[src/rtl/if_id_stage.sv]
// if_id_stage: RV32I fetch stage with PC, IF/ID pipeline register and saturating stall/flush counters
module if_id_stage #(
    parameter logic [31:0] RESET_PC  = 32'h0000_0000,
    parameter logic [31:0] NOP_INSTR = 32'h0000_0013,
    parameter int          COUNT_W   = 16
) (
    input  logic               clk,
    input  logic               reset,
    input  logic               PCWrite,
    input  logic               IF_IDWrite,
    input  logic               ID_PCSrc,
    input  logic [31:0]        ID_TargetAddr,
    input  logic [31:0]        IF_InstrData,
    input  logic               IF_InstrValid,
    output logic [31:0]        IF_InstrAddr,
    output logic [31:0]        ID_PC,
    output logic [31:0]        ID_PCPlus4,
    output logic [31:0]        ID_Instr,
    output logic               ID_Valid,
    output logic               IF_Stall,
    output logic [COUNT_W-1:0] StallCount,
    output logic [COUNT_W-1:0] FlushCount
);
    logic [31:0] pc;
    logic        redirect;
    logic        accept;
    logic        loadBubble;

    // A redirect is only trusted once the hazard unit lets the PC move
    assign redirect     = ID_PCSrc & PCWrite;
    assign accept       = PCWrite & IF_InstrValid;
    assign loadBubble   = redirect | (IF_IDWrite & ~accept);
    assign IF_InstrAddr = pc;
    assign IF_Stall     = ~IF_InstrValid & ~redirect;

    // Program counter: reset, redirect to word-aligned target, or advance on an accepted fetch
    always_ff @(posedge clk) begin
        if (reset)
            pc <= {RESET_PC[31:2], 2'b00};
        else if (redirect)
            pc <= {ID_TargetAddr[31:2], 2'b00};
        else if (accept)
            pc <= pc + 32'd4;
    end

    // IF/ID register: bubble on reset/flush/no-fetch, capture the fetched instruction otherwise
    always_ff @(posedge clk) begin
        if (reset || loadBubble) begin
            ID_PC      <= 32'd0;
            ID_PCPlus4 <= 32'd4;
            ID_Instr   <= NOP_INSTR;
            ID_Valid   <= 1'b0;
        end else if (IF_IDWrite) begin
            ID_PC      <= pc;
            ID_PCPlus4 <= pc + 32'd4;
            ID_Instr   <= IF_InstrData;
            ID_Valid   <= 1'b1;
        end
    end

    // Performance counters saturate at all-ones
    always_ff @(posedge clk) begin
        if (reset) begin
            StallCount <= '0;
            FlushCount <= '0;
        end else begin
            if (!PCWrite && !(&StallCount))
                StallCount <= StallCount + COUNT_W'(1);
            if (redirect && !(&FlushCount))
                FlushCount <= FlushCount + COUNT_W'(1);
        end
    end
endmodule

[config.mk]
export PLATFORM = sky130hd
export DESIGN_NAME = if_id_stage
export DESIGN_NICKNAME = d
export VERILOG_FILES = /design/src/rtl/if_id_stage.sv
export SDC_FILE = /design/constraint.sdc
export NUM_CORES = 1
export LEC_CHECK = 0
export CORE_ASPECT_RATIO = 0.8
export CORE_MARGIN = 3
export CORE_UTILIZATION = 46
export CTS_CLUSTER_DIAMETER = 60
export DETAILED_ROUTE_END_ITERATION = 12
export GPL_TIMING_DRIVEN = 0
export PLACE_DENSITY = 0.77
export SETUP_SLACK_MARGIN = 0.05
export SYNTH_ARGS = -nofsm -noshare
export SYNTH_HDL_FRONTEND = slang
export SYNTH_SLANG_ARGS = --single-unit
[constraint.sdc]
create_clock -name clk -period 2.75 [get_ports clk]
set_input_delay 0.4125 -clock clk [delete_from_list [all_inputs] [get_ports clk]]
set_output_delay 0.4125 -clock clk [all_outputs]
set_load 0.02 [all_outputs]
==> impl_metrics.csv, run 1 <==
group,metric,value,unit
status,outcome,"complete, no violations",
die,coreArea,14600,sq um
global_route,grt_antenna_before_repair,0,
power_and_ir_drop,p_per_area,553,nW/um^2
timing,finalCritPeriodShare,93.5,%
yosys,synthesis.area,7030,sq um
drt,vias_per_cell,5.67,
global_route,grt_max_degree,20,
placement,gp_congestion,0.929,
clocking,htreeDepth,4,
timing,hold_viol,0,
drt,drc,0,
yosys,ys_async_sr_fraction,0,%
placement,dp_hpwl,17400,um
cells_and_area,diodes,0,
yosys,yosys_warnings,0,
cells_and_area,areaGrowthSynthToFinish,43.8,%
global_route,grt_pass1_wl,35600,um
timing,max-slew-margin-rel,39.4,%
cells_and_area,drive_gt1_share,5.84,%
critical_path,worst-setup-path-type,"register to register",
clocking,clockBufferDepth,2,
critical_path,cp.required,3.05,ns
yosys,postSynthCellCount,804,
global_route,grt_use_total,27.3,%
critical_path,startpoint_type,"register",
drt,first_pass_iters,6,
clocking,tritoncts,"done",
die,initial_utilization,48.1,%
cells_and_area,layout_common_cells,"clkdlybuf4s50_1 (219), dfxtp_1 (155), nor2_1 (138)",
yosys,synth_enable_flop_cells,0,
timing,fin_skew,0.00789,ns
cells_and_area,stdcell_count,1245,
drt,detail-route-antenna-nets,0,
placement,numPortBuffers,221,
timing,holdWs,0.475,ns
placement,dp_cells,1214,
yosys,seq_area_frac_synth,44.1,%
power_and_ir_drop,ir_worst_vdd,0.000509,V
yosys,ys_seq_elements,155,
power_and_ir_drop,p_total,0.00559,W
timing,fin_crit,2.57,ns
clocking,clk_latency,0.43,ns
drt,postRouteWirelength,23300,um
timing,finalSetupViolations,0,
die,die_w,144,um
critical_path,end_kind,"register",
timing,fmax,389,MHz
critical_path,cp_max_fo,9,
cells_and_area,num-fill-cells,1174,
drt,post_drt_wl_per_cell,18.7,um
global_route,grt-ovfl-total,0,
yosys,ys_types,57,
power_and_ir_drop,leakagePower,3.76,nW
cells_and_area,final_common_cell,"clkdlybuf4s50_1",
die,rows,39,
yosys,ys_dominant_reg_cell,"dfxtp_1",
clocking,cts-buffers-inserted,17,
clocking,clock_sink_count,155,
yosys,synth_area_per_cell,8.75,sq um
critical_path,arrival,2.87,ns
drt,drt_iter0_drc,669,
die,top_level_ports,232,
clocking,cts_root_buf,"clkbuf_16",
global_route,grt_pass1_vias,6391,
cells_and_area,fin_util,69.1,%
clocking,clk_pin_slew_worst_paths,0.06,ns
timing,worst_pin_slew,0.909,ns
cells_and_area,nNetsFinal,1121,
timing,rsz0062_at_grt,"no",
clocking,cts_hold_buffers,0,
run,cap_violations,0,
drt,vias,7065,
timing,drv_slew,0,
die,fp.dieH,117,um
die,dieArea,16800,sq um
min_path,hp-class,"register to register",
-- registers in the layout (all words and copies together), names as in the netlist --
register      flops
FlushCount       16
ID_Instr         32
ID_PC            30
ID_PCPlus4       30
ID_Valid          1
IF_InstrAddr     30
StallCount       16
-- cell families after synthesis --
| group | after synthesis | synth area share (%) |
|---|---|---|
| other | 1 | 0.0533 |
| buffers and inverters | 73 | 4.46 |
| xor gates and xnor gates | 55 | 6.85 |
| DFF | 155 | 44.1 |
| and+or+nand+nor | 302 | 20.8 |
| AOI/OAI and AO/OA | 143 | 12.8 |
| muxes | 72 | 10.3 |
| adders and majority gates | 3 | 0.534 |
-- power by group --
group / internal (W) / switching, W / total [W]
logic: 0.000340 / 0.000417 / 0.000757
clock network: 0.00149 / 0.000968 / 0.00245
registers: 0.00232 / 0.0000652 / 0.00238
-- per-layer routing --
| metal | up-vias | routed length [um] | track usage, % |
|---|---|---|---|
| met5 | - | 0 | 0 |
| met4 | 0 | 497 | 8.45 |
| met3 | 46 | 2490 | 7.82 |
| met2 | 406 | 9950 | 40.3 |
| met1 | 3294 | 10400 | 38.7 |
| li1 | 3319 | - | - |
-- synthesized netlist by cell type (2+ instances only) --
cell         n  area, sq um
a22o_1       2         17.5
nor2_1     138          518
dfxtp_1    155         3100
buf_2       12         60.1
buf_1        5         18.8
buf_4        6         45.0
mux2i_1     69          691
nand4_1     23          144
o2111ai_1    3         26.3
nand2b_1     3         18.8
a31oi_1      6         37.5
xnor2_1     18          158
ha_1         3         37.5
nand2_1     49          184
clkbuf_1    42          158
and4_1       9         78.8
nand3_1     26          130
nor4_1       7         43.8
inv_1        6         22.5
mux2_2       3         33.8
clkbuf_2     2         10.0
a311oi_1     5         43.8
and2_1       4         25.0
o21bai_1     2         15.0
o211ai_1     7         52.6
a211oi_1    10         75.1
a2bb2oi_1    4         35.0
nand3b_1     2         15.0
xor2_1      37          324
a22oi_1     17          128
a21oi_1     36          180
or3_1        6         37.5
and3_1       9         56.3
nor3_1      10         50.1
or2_2        3         18.8
or4_1        4         30.0
o21ai_0     41          205
-- repair_timing --
| item | 4_1_cts | 5_1_grt |
|---|---|---|
| gates resized for setup | 3 | 3 |
| pin swaps | 0 | 0 |
| buffers inserted | 0 | 0 |
| endpoints found under the setup margin | 1 | 3 |
-- per-stage QoR --
| stage | worst slack [ns] | TNS, ns | cell area, sq um |
|---|---|---|---|
| global route | 0.0967 | 0 | 10100 |
| finish | 0.178 | 0 | 10100 |
| detailed placement | -0.534 | -3.43 | 9500 |
| floorplan | 0.667 | 0 | 7050 |
| global placement | -0.510 | -3.17 | 9500 |
| CTS | 0.0733 | 0 | 10100 |
-- final cells by class --
cell class / count / area (sq um) / share of cell area, %
timing repair buffer: 221 / 2210 / 21.9
inverter: 6 / 22.5 / 0.223
clock buffer: 20 / 457 / 4.52
tap: 184 / 230 / 2.28
buffer: 66 / 290 / 2.87
sequential: 155 / 3100 / 30.7
multi-input combinational: 581 / 3640 / 35.9
clock inverter: 12 / 161 / 1.60
-- worst paths after layout --
check	start	end	slack (ns)	cells past startpoint
worst min register to register	ID_Instr[1]$_SDFFE_PP1P_	ID_Instr[1]$_SDFFE_PP1P_	0.47	2
worst min-delay path	ID_Instr[1]$_SDFFE_PP1P_	ID_Instr[1]$_SDFFE_PP1P_	0.47	2
worst max register to register	IF_InstrAddr[2]$_SDFFE_PP0P_	ID_PCPlus4[30]$_SDFFE_PP0P_	0.18	6
worst max-delay path	IF_InstrAddr[2]$_SDFFE_PP0P_	ID_PCPlus4[30]$_SDFFE_PP0P_	0.18	6
-- critical path, cell delays in order (launching register included) --
cell	delay, ns
dfxtp_1	0.52
ha_1	0.36
nand4_4	0.21
nor4_4	0.64
nand3_1	0.25
xor2_1	0.35
a21oi_1	0.11
(Power assumes the default switching activity.)
==> run 2, diff against run 1 <==
--- a/config.mk
+++ b/config.mk
@@ -5,10 +5,12 @@
 export SDC_FILE = /design/constraint.sdc
 export NUM_CORES = 1
 export LEC_CHECK = 0
+export ABC_CLOCK_PERIOD_IN_PS = 2750
 export CORE_ASPECT_RATIO = 0.8
 export CORE_MARGIN = 3
 export CORE_UTILIZATION = 46
 export CTS_CLUSTER_DIAMETER = 60
+export CTS_CLUSTER_SIZE = 12
 export DETAILED_ROUTE_END_ITERATION = 12
 export GPL_TIMING_DRIVEN = 0
 export PLACE_DENSITY = 0.77
==> results of run 2 <==
Same layout as run 1: the final DEF is identical, and so are final timing and power.
==> run 3, diff against run 2 <==
==> constraint.sdc (replaced) <==
create_clock -name clk -period 2.75 [get_ports clk]
set_input_delay 0.4125 -clock clk [delete_from_list [all_inputs] [get_ports clk]]
set_output_delay 0.4125 -clock clk [all_outputs]
set_load 0.1 [all_outputs]
==> impl_metrics.csv, run 3 (synthesis results as in run 1) <==
group,metric,value,unit
status,outcome,"complete, no violations",
power_and_ir_drop,p_total,0.00585,W
drt,post_drt_wl_per_cell,18.7,um
critical_path,cp.required,2.34,ns
placement,place_area,9500,sq um
clocking,clock_sink_count,155,
power_and_ir_drop,p_per_area,582,nW/um^2
die,coreArea,14600,sq um
drt,wl_met1,10400,um
timing,finalSetupViolations,0,
drt,highest_layer,"met4",
placement,numPortBuffers,221,
clocking,clk_pin_slew_worst_paths,0.06,ns
timing,fin_ws,0.0727,ns
cells_and_area,diodes,0,
cells_and_area,fin_util,68.6,%
die,dieArea,16800,sq um
cells_and_area,top_register,"ID_Instr",
cells_and_area,fin_area,10000,sq um
drt,wl_met3,2630,um
min_path,hp-start,"ID_Instr[0]$_SDFFE_PP1P_",
global_route,grt-ovfl-total,0,
critical_path,cp-startpoint,"ID_PCSrc",
cells_and_area,largest_reg_flops,32,
clocking,tritoncts,"done",
min_path,hp-class,"register to register",
timing,finalCritPeriodShare,97.4,%
clocking,htreeDepth,4,
drt,vias,6996,
run,cap_violations,0,
die,top_level_ports,232,
critical_path,arrival,2.26,ns
global_route,grt_pass1_vias,6431,
cells_and_area,areaGrowthSynthToFinish,42.9,%
die,rows,39,
critical_path,startpoint_type,"input port",
timing,max-slew-margin-rel,30.1,%
global_route,grt_use_total,27.6,%
drt,drc,0,
clocking,clockBufferDepth,2,
power_and_ir_drop,ir_worst_vdd,0.000476,V
timing,worst_pin_slew,1.04,ns
clocking,cts-buffers-inserted,17,
clocking,cts_setup_buffers,0,
critical_path,crit-reg2reg-launch,"IF_InstrAddr[2]$_SDFFE_PP0P_",
global_route,grt_max_degree,20,
power_and_ir_drop,leakagePower,3.71,nW
drt,detail-route-antenna-nets,0,
drt,postRouteWirelength,23300,um
global_route,grt_antenna_before_repair,0,
critical_path,worst-setup-path-type,"input port to output port",
clocking,clk_latency,0.44,ns
drt,dr_wl_met2,9980,um
drt,drt_iter0_drc,757,
cells_and_area,final_common_cell,"clkdlybuf4s50_1",
cells_and_area,drive_gt1_share,5.94,%
global_route,grt_pass1_wl,35900,um
clocking,cts_hold_buffers,0,
die,die_w,144,um
drt,vias_per_cell,5.62,
timing,rsz0062_at_grt,"yes",
placement,gp_congestion,0.924,
timing,fmax,374,MHz
die,initial_utilization,48.1,%
clocking,cts_root_buf,"clkbuf_16",
timing,fin_skew,0.00826,ns
timing,hold_viol,0,
die,fp.dieH,117,um
drt,first_pass_iters,5,
cells_and_area,layout_common_cells,"clkdlybuf4s50_1 (220), dfxtp_1 (153), nor2_1 (137)",
timing,fin_crit,2.68,ns
cells_and_area,nNetsFinal,1121,
placement,place_ws,-0.914,ns
timing,drv_slew,0,
placement,dp_hpwl,17300,um
critical_path,end_kind,"output port",
critical_path,cp_max_fo,19,
==> run 3: path summary, 6_finish.rpt <==
kind | end | slack (ns) | cells after the start
setup reg to reg | ID_PCPlus4[30]$_SDFFE_PP0P_ | 0.34 | 6
hold / removal | ID_Instr[0]$_SDFFE_PP1P_ | 0.48 | 2
setup / recovery | IF_Stall | 0.07 | 6
hold reg to reg | ID_Instr[0]$_SDFFE_PP1P_ | 0.48 | 2
==> run 3: layer usage <==
metal / GRT usage (%) / vias up
met5: 0 / -
met4: 7.52 / 0
met3: 7.98 / 34
met2: 40.9 / 383
met1: 39.5 / 3262
li1: - / 3317
==> run 3: power breakdown <==
group          switching [W]  leakage (nW)  internal, W  total [W]
clock network       0.000960         0.263      0.00129    0.00225
logic               0.000875          2.19     0.000338    0.00121
registers          0.0000656          1.26      0.00232    0.00238
==> run 3: per-stage QoR <==
stage / setup TNS, ns / std cells / hold WS, ns
after floorplan: 0 / 809 / 0.541
after global placement: -3.77 / 1214 / 0.445
after detailed placement: -3.22 / 1214 / 0.463
after CTS: 0 / 1245 / 0.478
after global routing: 0 / 1245 / 0.505
final: 0 / 1245 / 0.477
==> run 3: what timing repair did <==
action,4_1_cts,5_1_grt
endpoints found under the setup margin,1,9
pin swaps,0,0
cloned,0,0
resized for setup,6,1
==> run 3: layout make-up <==
| type | instances | area [sq um] |
|---|---|---|
| fillers | 1195 | 4590 |
| multi-input cells | 581 | 3640 |
| flip-flops and latches | 155 | 3110 |
| repair buffers | 221 | 2210 |
| clock buffers | 22 | 464 |
| plain buffers | 66 | 289 |
| well taps | 184 | 230 |
| clock inverters | 10 | 92.6 |
| inverters | 6 | 22.5 |
==> run 3: worst max-delay path, stage by stage <==
cell and delay (ns):
clkdlybuf4s50_1 0.60, and2_1 0.25, buf_2 0.20, buf_4 0.25, nor2_2 0.10, buf_2 0.43
